--- src/rtl/seven_seg_pkg.sv ---
// Shared constants and types for the multiplexed seven-segment driver.
// Segment codes are active-low {a,b,c,d,e,f,g}.
package seven_seg_pkg;

    localparam int unsigned SEG_W = 7;

    localparam logic [SEG_W-1:0] SEG_0     = 7'h01;
    localparam logic [SEG_W-1:0] SEG_1     = 7'h4F;
    localparam logic [SEG_W-1:0] SEG_2     = 7'h12;
    localparam logic [SEG_W-1:0] SEG_3     = 7'h06;
    localparam logic [SEG_W-1:0] SEG_4     = 7'h4C;
    localparam logic [SEG_W-1:0] SEG_5     = 7'h24;
    localparam logic [SEG_W-1:0] SEG_6     = 7'h20;
    localparam logic [SEG_W-1:0] SEG_7     = 7'h0F;
    localparam logic [SEG_W-1:0] SEG_8     = 7'h00;
    localparam logic [SEG_W-1:0] SEG_9     = 7'h0C;
    localparam logic [SEG_W-1:0] SEG_BLANK = 7'h7F;

    typedef enum logic [1:0] {
        IDLE,
        BLANK,
        SHOW
    } state_t;

endpackage

--- src/rtl/bcd_to_seg.sv ---
// Combinational BCD to active-low seven-segment decoder; codes 10..15 go blank.
module bcd_to_seg
    import seven_seg_pkg::*;
(
    input  logic [3:0]       bcd,
    output logic [SEG_W-1:0] seg_c
);

    always_comb begin
        seg_c = SEG_BLANK;
        case (bcd)
            4'd0:    seg_c = SEG_0;
            4'd1:    seg_c = SEG_1;
            4'd2:    seg_c = SEG_2;
            4'd3:    seg_c = SEG_3;
            4'd4:    seg_c = SEG_4;
            4'd5:    seg_c = SEG_5;
            4'd6:    seg_c = SEG_6;
            4'd7:    seg_c = SEG_7;
            4'd8:    seg_c = SEG_8;
            4'd9:    seg_c = SEG_9;
            default: seg_c = SEG_BLANK;
        endcase
    end

endmodule

--- src/rtl/seven_seg_scan.sv ---
// Time-multiplexed common-anode display driver: shadows a BCD word, scans one
// digit per slot with a leading blank interval, leading-zero suppression and DPs.
module seven_seg_scan
    import seven_seg_pkg::*;
#(
    parameter int unsigned DIGITS      = 4,
    parameter int unsigned REFRESH_DIV = 50000,
    parameter int unsigned BLANK_CYC   = 500
) (
    input  logic                  clk,
    input  logic                  rst_n,
    input  logic                  enable,
    input  logic                  load,
    input  logic [4*DIGITS-1:0]   bcd_in,
    input  logic [DIGITS-1:0]     dp_in,
    input  logic                  blank_lz,
    output logic [SEG_W-1:0]      seg_n,
    output logic                  dp_n,
    output logic [DIGITS-1:0]     an_n
);

    localparam int unsigned PRE_W      = $clog2(REFRESH_DIV);
    localparam int unsigned IDX_W      = (DIGITS > 1) ? $clog2(DIGITS) : 1;
    localparam int unsigned BLANK_LAST = (BLANK_CYC > 0) ? BLANK_CYC - 1 : 0;

    logic [4*DIGITS-1:0] bcd_sh;
    logic [DIGITS-1:0]   dp_sh;

    state_t              state_q, state_d;
    logic [PRE_W-1:0]    pre_q, pre_d;
    logic [IDX_W-1:0]    idx_q, idx_d;

    logic [3:0]          digit_sel;
    logic                dp_sel;
    logic                lz_sel;
    logic [DIGITS-1:0]   lz_mask;
    logic                zero_above;
    logic [SEG_W-1:0]    dec_seg;

    logic [SEG_W-1:0]    seg_d;
    logic                dp_d;
    logic [DIGITS-1:0]   an_d;

    // Shadow registers load whenever strobed, regardless of scan state.
    always_ff @(posedge clk or negedge rst_n) begin
        if (!rst_n) begin
            bcd_sh <= '0;
            dp_sh  <= '0;
        end else if (load) begin
            bcd_sh <= bcd_in;
            dp_sh  <= dp_in;
        end
    end

    // A digit is a leading zero if it and every digit above it are zero; digit 0 never is.
    always_comb begin
        lz_mask    = '0;
        zero_above = 1'b1;
        for (int i = int'(DIGITS) - 1; i >= 1; i--) begin
            zero_above = zero_above & (bcd_sh[4*i +: 4] == 4'd0);
            lz_mask[i] = blank_lz & zero_above;
        end
    end

    always_comb begin
        digit_sel = 4'd0;
        dp_sel    = 1'b0;
        lz_sel    = 1'b0;
        for (int i = 0; i < int'(DIGITS); i++) begin
            if (idx_q == IDX_W'(i)) begin
                digit_sel = bcd_sh[4*i +: 4];
                dp_sel    = dp_sh[i];
                lz_sel    = lz_mask[i];
            end
        end
    end

    bcd_to_seg u_dec (
        .bcd   (digit_sel),
        .seg_c (dec_seg)
    );

    always_ff @(posedge clk or negedge rst_n) begin
        if (!rst_n) begin
            state_q <= IDLE;
            pre_q   <= '0;
            idx_q   <= '0;
        end else begin
            state_q <= state_d;
            pre_q   <= pre_d;
            idx_q   <= idx_d;
        end
    end

    // Next state and next pin values; disable forces dark at the sampling edge.
    always_comb begin
        state_d = state_q;
        pre_d   = pre_q;
        idx_d   = idx_q;
        seg_d   = SEG_BLANK;
        dp_d    = 1'b1;
        an_d    = '1;

        if (!enable) begin
            state_d = IDLE;
            pre_d   = '0;
            idx_d   = '0;
        end else begin
            case (state_q)
                IDLE: begin
                    state_d = (BLANK_CYC == 0) ? SHOW : BLANK;
                    pre_d   = '0;
                    idx_d   = '0;
                end
                BLANK: begin
                    pre_d = pre_q + PRE_W'(1);
                    if (pre_q == PRE_W'(BLANK_LAST)) begin
                        state_d = SHOW;
                    end
                end
                SHOW: begin
                    for (int i = 0; i < int'(DIGITS); i++) begin
                        an_d[i] = (idx_q != IDX_W'(i));
                    end
                    seg_d = lz_sel ? SEG_BLANK : dec_seg;
                    dp_d  = ~dp_sel;
                    if (pre_q == PRE_W'(REFRESH_DIV - 1)) begin
                        pre_d   = '0;
                        idx_d   = (idx_q == IDX_W'(DIGITS - 1)) ? '0 : idx_q + IDX_W'(1);
                        state_d = (BLANK_CYC == 0) ? SHOW : BLANK;
                    end else begin
                        pre_d = pre_q + PRE_W'(1);
                    end
                end
                default: begin
                    state_d = IDLE;
                    pre_d   = '0;
                    idx_d   = '0;
                end
            endcase
        end
    end

    always_ff @(posedge clk or negedge rst_n) begin
        if (!rst_n) begin
            seg_n <= SEG_BLANK;
            dp_n  <= 1'b1;
            an_n  <= '1;
        end else begin
            seg_n <= seg_d;
            dp_n  <= dp_d;
            an_n  <= an_d;
        end
    end

endmodule

--- config.mk ---
export PLATFORM = sky130hd
export DESIGN_NAME = seven_seg_scan
export DESIGN_NICKNAME = d
export VERILOG_FILES = /design/src/rtl/seven_seg_pkg.sv /design/src/rtl/bcd_to_seg.sv /design/src/rtl/seven_seg_scan.sv
export SDC_FILE = /design/constraint.sdc
export NUM_CORES = 1
export LEC_CHECK = 0
export CAP_MARGIN = 20
export CORE_MARGIN = 2
export CORE_UTILIZATION = 55
export CTS_CLUSTER_SIZE = 14
export DETAILED_ROUTE_END_ITERATION = 6
export PLACE_DENSITY = 0.8
export SYNTH_ARGS = -nofsm -noshare
export SYNTH_HDL_FRONTEND = slang
export SYNTH_HIERARCHICAL = 1
export SYNTH_SLANG_ARGS = --single-unit
--- constraint.sdc ---
create_clock -name clk -period 3.5 [get_ports clk]
set_input_delay 0.525 -clock clk [delete_from_list [all_inputs] [get_ports clk]]
set_output_delay 0.525 -clock clk [all_outputs]
set_load 0.02 [all_outputs]
* Word-level counts from Yosys, hierarchy flattened
Memories as Yosys holds them, arrays and structs flattened.
Cells that the tools add are included.
** Word-level totals
- Register bits after elaboration :: 52
- Memory bits (read-only) :: 112
- Input bits :: 25
- Output and inout bits :: 12
- Logic and storage cells :: 67
- Memories :: 1
** Operators by class
- $add $sub $neg :: 2
- Equal/unequal tests :: 13
- Muxes and demuxes :: 29
- Bitwise logic cells :: 6
- Reduce and logical (&&, ||, !) cells :: 8
** Memory list
- (no name shown) :: words 16, width 7, read ports 1, clocked after memory_dff 0, write ports 0, line bcd_to_seg.sv:11 : case (bcd)
** Operators by type and width (number)
- 2-to-1 mux 16 bit :: 2
- one-hot mux 16 bit (2 select lines) :: 1
- 2-to-1 mux 4 bit :: 6
- 2-to-1 mux 7 bit :: 3
- adder 16 x 1 -> 16 bit (second input constant) :: 1
- equality test 16 bit (second input constant) :: 1
- equality test 16 x 9 -> 1 bit (second input constant) :: 1
- zero test 4 bit :: 3
- 2-to-1 mux 2 bit :: 6
- 2-to-1 mux 1 bit :: 9
- equality test 2 bit (second input constant) :: 3
- inequality test 2 bit (second input constant) :: 3
- inequality test 3 bit (second input constant) :: 2
- one-hot mux 2 bit (3 select lines) :: 1
- bitwise AND 1 bit :: 5
- equality test 2 x 1 -> 1 bit (second input constant) :: 2
- zero test 2 bit :: 2
- one-hot mux 2 bit (2 select lines) :: 1
- AND reduction 2 bit :: 2
- adder 2 x 1 -> 2 bit (second input constant) :: 1
- inequality test 2 x 1 -> 1 bit (second input constant) :: 1
- nonzero test 2 bit :: 1
- inverter 1 bit :: 1

* Longest topological paths before layout
Gate-level depths: netlist (run 1).
- Depth after elaboration :: 10
- Gate-level depth with buffers :: 14
- Depth with buffers taken out :: 13

* Cells and area by module
The synthesis (run 1) kept the hierarchy.
** Modules (own cells, without submodules)
- seven_seg_scan :: times used 1, cells an instance 228, area each 2499.9 sq um, seq. area each 1316.3 sq um
- bcd_to_seg :: times used 1, cells an instance 34, area each 241.5 sq um, seq. area each 0.0 sq um

* Worst setup path after synthesis (run 1)
No wires, ideal clock.
- Kind :: flip-flop to flip-flop
- Start point :: register idx_q[0]
- End point :: register seg_n[3]
- Library setup time :: 93 ps
- Arrival time :: 2392 ps
- Required time :: 3407 ps
- Slack :: 1015 ps
- Stages on the path, launching flop included :: 14
- Path buffers :: 1
- Period minus slack after synthesis :: 2485 ps
- Cells stage by stage :: dfrtp_1 ha_1 clkbuf_1 nand3b_1 a21oi_1 a21oi_1 o21ai_0 inv_1 ha_1 inv_1 o21ai_1 o21ai_2 nor2_1 o21ai_0
** Between the ends
- Longest elaborated chain between the ends :: 9
- Elaborated cells between the ends (all ways) :: 15
- Those cells by class :: eq/ne: 3; mux: 10; reduce/logical: 1; memory: 1
** Ends and longest elaborated chain
- from (decl) :: line seven_seg_scan.sv:31 : logic [IDX_W-1:0] idx_q, idx_d;
- from (signal assigned) :: line seven_seg_scan.sv:91 : idx_q <= idx_d;
- zero test 2 bit :: line seven_seg_scan.sv:70 : if (idx_q == IDX_W'(i)) begin
- 2-to-1 mux 4 bit (3 in series) :: line seven_seg_scan.sv:70
- 2-to-1 mux 4 bit (*) :: line seven_seg_scan.sv:70
- via digit_sel[1] :: line seven_seg_scan.sv:33 : logic [3:0] digit_sel;
- memory read (16 x 7 bit) (*)
- via dec_seg[3] :: line seven_seg_scan.sv:38 : logic [SEG_W-1:0] dec_seg;
- 2-to-1 mux 7 bit (*) :: line seven_seg_scan.sv:125 : seg_d = lz_sel ? SEG_BLANK : dec_seg;
- 2-to-1 mux 7 bit (*) :: line seven_seg_scan.sv:109 : case (state_q)
- 2-to-1 mux 7 bit (*) :: line seven_seg_scan.sv:104 : if (!enable) begin
- via seg_d[3] :: line seven_seg_scan.sv:40 : logic [SEG_W-1:0] seg_d;
- to (signal assigned) :: line seven_seg_scan.sv:150 : seg_n <= seg_d;
- to (decl) :: line seven_seg_scan.sv:17 : output logic [SEG_W-1:0] seg_n,
The timed path passes the listed nets; every way through them passes the cells marked *.
A chain may end at the register's enable or synchronous reset.

* Worst setup path in the final report (run 1)
- Start point :: register idx_q[1]
- End point :: register seg_n[3]
Same word-level chain as after synthesis.

==> results of run 1 <==
## layer usage
layer,vias to the layer above,track usage (%),wire (um)
met1,946,27.5,2390
met5,-,0,0
met4,0,6.75,74
met3,8,3.66,195
li1,988,-,-
met2,42,32.7,2320
## stage by stage
stage / hold slack [ns] / total power, mW / instance area (sq um) / worst slack (ns) / instances
2_1_floorplan: 0.229 / 0.752 / 2740 / 1.02 / 262
3_3_place_gp: 0.478 / 0.811 / 3160 / 0.930 / 359
3_5_place_dp: 0.496 / 0.814 / 3160 / 0.728 / 359
4_1_cts: 0.453 / 1.14 / 3240 / 0.700 / 367
5_1_grt: 0.176 / 1.18 / 3260 / 0.342 / 368
6_report: 0.149 / 1.13 / 3260 / 0.695 / 368
## cells in the mapped netlist (2+ instances only)
cell type,number
buf_2,2
a22o_1,2
nand3_2,2
nand3b_1,4
nand2b_1,2
clkbuf_1,5
nor2_1,28
nor2b_1,2
xnor2_1,10
o21ai_2,5
o21ai_0,12
o31ai_1,3
ha_1,14
nand2b_2,2
xor2_1,2
mux2_2,20
nand2_1,22
inv_1,11
or4b_1,2
a21oi_1,15
nand4_1,2
nor4_1,8
or4_1,2
nand3_1,5
nand2_2,2
o21ai_1,5
dfrtp_1,40
nor3_1,2
dfstp_2,12
## final timing paths
check	from	to	slack, ns	cells after the start
setup / recovery	idx_q[1]$_DFFE_PN0P_	seg_n[3]$_DFF_PN1_	0.70	13
hold / removal	rst_n	bcd_sh[10]$_DFFE_PN0P_	0.15	1
setup reg to reg	idx_q[1]$_DFFE_PN0P_	seg_n[3]$_DFF_PN1_	0.70	13
hold reg to reg	pre_q[0]$_DFF_PN0_	pre_q[0]$_DFF_PN0_	0.50	1
max in group asynchronous	rst_n	dp_n$_DFF_PN1_	2.77	2
min in group clk	pre_q[0]$_DFF_PN0_	pre_q[0]$_DFF_PN0_	0.50	1
## power by group through the flow
stage / Sequential [mW] / Combinational, mW / Clock [mW]
after floorplan: 0.651 / 0.101 / 0
after global placement: 0.658 / 0.152 / 0
after detailed placement: 0.659 / 0.155 / 0
after CTS: 0.648 / 0.155 / 0.333
after global routing: 0.651 / 0.177 / 0.354
final: 0.648 / 0.156 / 0.324
## cells by family (layout without fill, tap and decap cells)
kind of cell / Yosys count / after routing
xor+xnor: 12 / 12
buf+inv: 20 / 59
flops: 52 / 52
fa+ha+maj: 14 / 14
mux: 21 / 21
compound gates: 49 / 49
simple gates: 94 / 94
## flip-flops by register name (all words and copies together), names as in the netlist
name / flops
an_n: 4
bcd_sh: 16
dp_n: 1
dp_sh: 4
idx_q: 2
pre_q: 16
seg_n: 7
state_q: 2
## worst register-to-register path: cells and delay by family (launching register included)
| kind | cells | cell delay, ns |
|---|---|---|
| AOI/OAI and AO/OA | 6 | 1.08 |
| adders and majority gates | 2 | 0.64 |
| DFF | 1 | 0.40 |
| buffers and inverters | 3 | 0.31 |
| and+or+nand+nor | 2 | 0.30 |
## placed cells by master, fill, tap and decap left out, types with 3 or more instances in the layout
master,n
dfrtp_1,40
clkdlybuf4s50_1,35
nor2_1,28
nand2_1,22
mux2_2,20
a21oi_1,15
ha_1,14
o21ai_0,12
dfstp_2,12
inv_1,11
xnor2_1,10
nor4_1,8
nand3_1,5
o21ai_1,5
clkbuf_8,5
o21ai_2,5
nand3b_1,4
o31ai_1,3
buf_4,3
## layout make-up
type | instances | area [sq um]
Timing Repair Buffer | 40 | 398
Sequential cell | 52 | 1320
Multi-Input combinational cell | 190 | 1340
Inverter | 11 | 41.3
Clock inverter | 1 | 5.00
Fill cell | 392 | 1500
Tap cell | 67 | 83.8
Clock buffer | 7 | 76.3
==> run_results.csv, run 1 <==
group,metric,value,unit
yosys,yosysTopAreaCellShare,36.5,%
drt,dr_total_vias,1984,
power_and_ir_drop,power.switching,279,uW
drt,drt-total-wl,4990,um
yosys,synth-seq-area-share,48.0,%
cts,cts_tree,"built",
power_and_ir_drop,switching_share,24.7,%
global_routing,grt_start_max_net_pins,51,
yosys,synthMuxAreaShare,8.58,%
worst_setup_path,critical-path-top-delay-family,"compound AO/OA/AOI/OAI gates",
yosys,synth_area,2740,sq um
cts,cts_root_buffer,"clkbuf_8",
sta,slew_headroom,41.3,%
final_layout,diodes,0,
flow_run,drv_cap,0,
sta,worstMarginPinSlew,0.878,ns
sta,fin_crit,2.80,ns
yosys,avgSynthCellArea,10.5,sq um
yosys,ys_types,48,
yosys,synth-adder-area-share,6.39,%
yosys,synth_top_cell_by_area,"dfrtp_1",
sta,final_max_slew_viol_count,0,
worst_setup_path,slowest_stage,"o21ai_0",
final_layout,syn_to_final_growth,18.8,%
placement,place_congestion,0.807,
sta,setup_tns,0,ns
drt,antenna_left,0,
global_routing,antenna_found_initial,0,
floorplanning,die_area,5570,sq um
cts,clkSinkCount,52,
power_and_ir_drop,irDropWorstVdd,0.206,mV
sta,hold_violations,0,
cts,clock_path_buffers,2,
drt,dr.pass1.iters,4,
cts,cts-htree-levels,2,
cts,ctsHoldBuffers,0,
worst_setup_path,crit_chain,"inv_1 -> ha_1 -> nand3b_1 -> a21oi_1 -> a21oi_1 -> o21ai_0 -> inv_1 -> ha_1 -> inv_1 -> o21ai_1 -> o21ai_2 -> nor2_1 -> o21ai_0",
yosys,synth_ff_type,"dfrtp_1",
floorplanning,die_x,74.6,um
worst_setup_path,max_stage_delay,0.59,ns
cts,cts_inserted_buffers,5,
worst_setup_path,crit_arrival,3.02,ns
hold_path,hold_class,"primary input to async pin",
final_layout,drive_gt1_share,20.3,%
yosys,synthCells,262,
sta,period_share,80.1,%
global_routing,gr-usage-all-layers,20.2,%
worst_setup_path,required,3.72,ns
floorplanning,start_util,57.7,%
power_and_ir_drop,power_frac_seq,57.4,%
worst_setup_path,end_kind,"flip-flop",
worst_setup_path,crit_path_frequent_cell,"inv_1",
yosys,synth_area_leaders,"dfrtp_1 37%, dfstp_2 12%, mux2_2 8.2%",
floorplanning,rows,25,
cts,post_cts_buffers,0,
worst_setup_path,critPathLaunchType,"flip-flop",
yosys,async_reset_ff_share,100,%
placement,hpwl,3640,um
drt,avgViaCountPerCell,5.39,
floorplanning,io_pins,37,
floorplanning,core,4750,sq um
final_layout,utilization,68.5,%
global_routing,grt_pass1_vias,1902,
yosys,synth-simple-area-share,18.7,%
floorplanning,dieHeight,74.6,um
yosys,syn_nets,301,
power_and_ir_drop,cellLeakagePower,1.27,nW
final_layout,fin_nets,339,
worst_setup_path,critPathBufInv,3,
worst_setup_path,path_max_fanout,12,
cts,clk_pin_slew,0.09,ns
power_and_ir_drop,internal_power,849,uW
worst_setup_path,critPathKind,"flip-flop to flip-flop",
global_routing,grt-ovfl-total,0,
power_and_ir_drop,power_density,346,nW/um^2
sta,setup_viol_count_final,0,
run_status,status,"finished, final reports clean",
yosys,synth_enable_flop_cells,0,
power_and_ir_drop,pwr-share-comb,13.9,%
sta,fmax,0.357,GHz
drt,wl_per_cell,13.5,um
drt,drtIter0Drc,97,
drt,drc,0,
sta,grt_setup_unrepaired,"no",
global_routing,grt_pass1_wl,8560,um
yosys,synth_top_family_by_area,"simple AND/OR/NAND/NOR gates",
power_and_ir_drop,p_clk_share,28.7,%
yosys,synth_compound_area_share,11.2,%
yosys,yosys_register_bits,52,
yosys,synthXorXnorAreaFrac,3.83,%
placement,port_buffers,36,
cts,clk_latency,0.30,ns
yosys,yosys_warnings,6,
cts,cts_resized,0,
sta,fin_worst_skew,0.00657,ns
Power figures use the tool's default switching activity.
==> inputs of run 2 (changes only) <==
==> constraint.sdc (replaced) <==
create_clock -name clk -period 2.8 [get_ports clk]
set_input_delay 0.42 -clock clk [delete_from_list [all_inputs] [get_ports clk]]
set_output_delay 0.42 -clock clk [all_outputs]
set_load 0.02 [all_outputs]
==> run 2 against run 1 <==
Worst setup slack got worse by 0.24 ns. Largest power group unchanged. Clock skew fell by 0.0013 ns. Global-route usage up 1.6 points. Register-to-register slack worse by 0.24 ns. Fmax increased by 19%. Critical path type unchanged. Worst hold slack worse by 0.055 ns. Via count grew 2.4%. Total power grew 27%. Final cell count up 1.1%. First-iteration DRC count increased by 21%.
==> run_results.csv, run 2 (synthesis results as in run 1) <==
group,metric,value,unit
global_routing,gr-usage-all-layers,21.8,%
cts,cts_inserted_buffers,5,
sta,worstMarginPinSlew,0.733,ns
hold_path,hold_class,"primary input to async pin",
run_status,status,"finished, final reports clean",
drt,wl_per_cell,14.3,um
floorplanning,core,4750,sq um
worst_setup_path,path_max_fanout,12,
placement,dp_cells,363,
cts,clk_pin_slew,0.09,ns
drt,dr_total_vias,2032,
sta,fmax,0.426,GHz
worst_setup_path,startpoint,"idx_q[0]$_DFFE_PN0P_",
final_layout,stdcell_area,3290,sq um
sta,hold_ws,0.0933,ns
final_layout,fin_cells,372,
final_layout,diodes,0,
cts,ctsHoldBuffers,0,
final_layout,syn_to_final_growth,19.9,%
drt,avgViaCountPerCell,5.46,
sta,setup_tns,0,ns
cts,post_cts_buffers,0,
final_layout,utilization,69.1,%
global_routing,antenna_found_initial,0,
power_and_ir_drop,internal_power,1.07,mW
sta,grt_setup_unrepaired,"no",
power_and_ir_drop,pwr-share-comb,14.3,%
cts,cts_root_buffer,"clkbuf_8",
sta,setup_viol_count_final,0,
global_routing,grt_start_max_net_pins,51,
worst_setup_path,required,3.02,ns
final_layout,final_common_cell,"dfrtp_1",
sta,period_share,83.9,%
worst_setup_path,critPathKind,"flip-flop to flip-flop",
cts,cts-htree-levels,2,
placement,placed_cell_area,3190,sq um
power_and_ir_drop,cellLeakagePower,1.29,nW
final_layout,fin_nets,343,
worst_setup_path,reg2reg_to,"seg_n[3]$_DFF_PN1_",
power_and_ir_drop,irDropWorstVdd,0.250,mV
final_layout,fillers,380,
worst_setup_path,end_kind,"flip-flop",
power_and_ir_drop,switching_share,25.3,%
power_and_ir_drop,power_frac_seq,56.7,%
power_and_ir_drop,p_clk_share,28.9,%
placement,hpwl,3830,um
worst_setup_path,r2r_slack,0.45,ns
final_layout,drive_gt1_share,21.3,%
sta,slew_headroom,51.0,%
drt,drt-total-wl,5310,um
worst_setup_path,r2r.worst_path.cells,12,
sta,hold_violations,0,
floorplanning,die_x,74.6,um
floorplanning,dieHeight,74.6,um
global_routing,grt_pass1_wl,9270,um
final_layout,mostFrequentLayoutCells,"40 x dfrtp_1, 35 x clkdlybuf4s50_1, 28 x nor2_1",
cts,clock_path_buffers,2,
drt,drc,0,
floorplanning,io_pins,37,
worst_setup_path,critPathLaunchType,"flip-flop",
global_routing,grt-ovfl-total,0,
cts,clkSinkCount,52,
drt,antenna_left,0,
global_routing,grt_pass1_vias,2055,
sta,fin_worst_skew,0.00529,ns
sta,final_max_slew_viol_count,0,
final_layout,reg_top3,"bcd_sh (16), pre_q (16), seg_n (7)",
worst_setup_path,crit_arrival,2.57,ns
flow_run,drv_cap,0,
final_layout,ff_latch_area,1320,sq um
placement,port_buffers,36,
floorplanning,start_util,57.7,%
worst_setup_path,critPathCapture,"seg_n[3]$_DFF_PN1_",
cts,cts_resized,0,
power_and_ir_drop,power.switching,362,uW
cts,clk_latency,0.31,ns
drt,drtIter0Drc,117,
final_layout,multi_input_area,1340,sq um
placement,place_congestion,0.821,
cts,cts_tree,"built",
sta,fin_crit,2.35,ns
floorplanning,die_area,5570,sq um
floorplanning,rows,25,
worst_setup_path,regToRegStartpoint,"idx_q[0]$_DFFE_PN0P_",
drt,dr.pass1.iters,4,
power_and_ir_drop,power_density,435,nW/um^2
-- run 2: layout make-up --
cell class	instances	area share (%)
sequential	52	40.0
clock inverter	1	0.152
inverter	11	1.26
clock buffer	7	2.32
tap	67	2.55
timing repair buffer	44	13.0
multi-input combinational	190	40.7
-- run 2: metrics by stage --
| stage | power (mW) | setup WS (ns) |
|---|---|---|
| CTS | 1.43 | 0.434 |
| global route | 1.50 | 0.133 |
| global placement | 1.02 | 0.565 |
| finish | 1.43 | 0.452 |
| detailed placement | 1.03 | 0.454 |
| floorplan | 0.940 | 0.315 |
-- run 2: power by group through the flow --
stage / clock, mW / combinational [mW] / sequential, mW
floorplan: 0 / 0.126 / 0.814
global placement: 0 / 0.196 / 0.823
detailed placement: 0 / 0.201 / 0.824
CTS: 0.418 / 0.203 / 0.810
global route: 0.455 / 0.230 / 0.815
finish: 0.413 / 0.205 / 0.810
-- run 2: critical path: stages (launching register included) --
cell and delay, ns:
dfrtp_1 0.44, ha_1 0.33, nand3b_1 0.20, a21oi_1 0.15, a21oi_1 0.05, o21ai_0 0.22, inv_1 0.13, ha_1 0.32
inv_1 0.04, o21ai_1 0.14, o21ai_2 0.07, nor2_1 0.09, o21ai_0 0.09
-- run 2: layer usage --
layer | routed length [um] | global-route usage, % | vias up
met2 | 2560 | 35.6 | 33
li1 | - | - | 1001
met3 | 151 | 4.88 | 8
met4 | 85 | 8.33 | 0
met5 | 0 | 0 | -
met1 | 2520 | 28.4 | 990
-- run 2: worst min-delay path by stage --
stage,from,to,slack (ns),cells past startpoint
global placement,pre_q[0]$_DFF_PN0_,pre_q[0]$_DFF_PN0_,0.48,1
CTS,rst_n,bcd_sh[14]$_DFFE_PN0P_,0.35,1
global route,rst_n,bcd_sh[14]$_DFFE_PN0P_,0.12,1
finish,rst_n,pre_q[4]$_DFF_PN0_,0.09,1
floorplan,rst_n,bcd_sh[0]$_DFFE_PN0P_,0.12,0
detailed placement,dp_sh[2]$_DFFE_PN0P_,dp_sh[2]$_DFFE_PN0P_,0.50,1
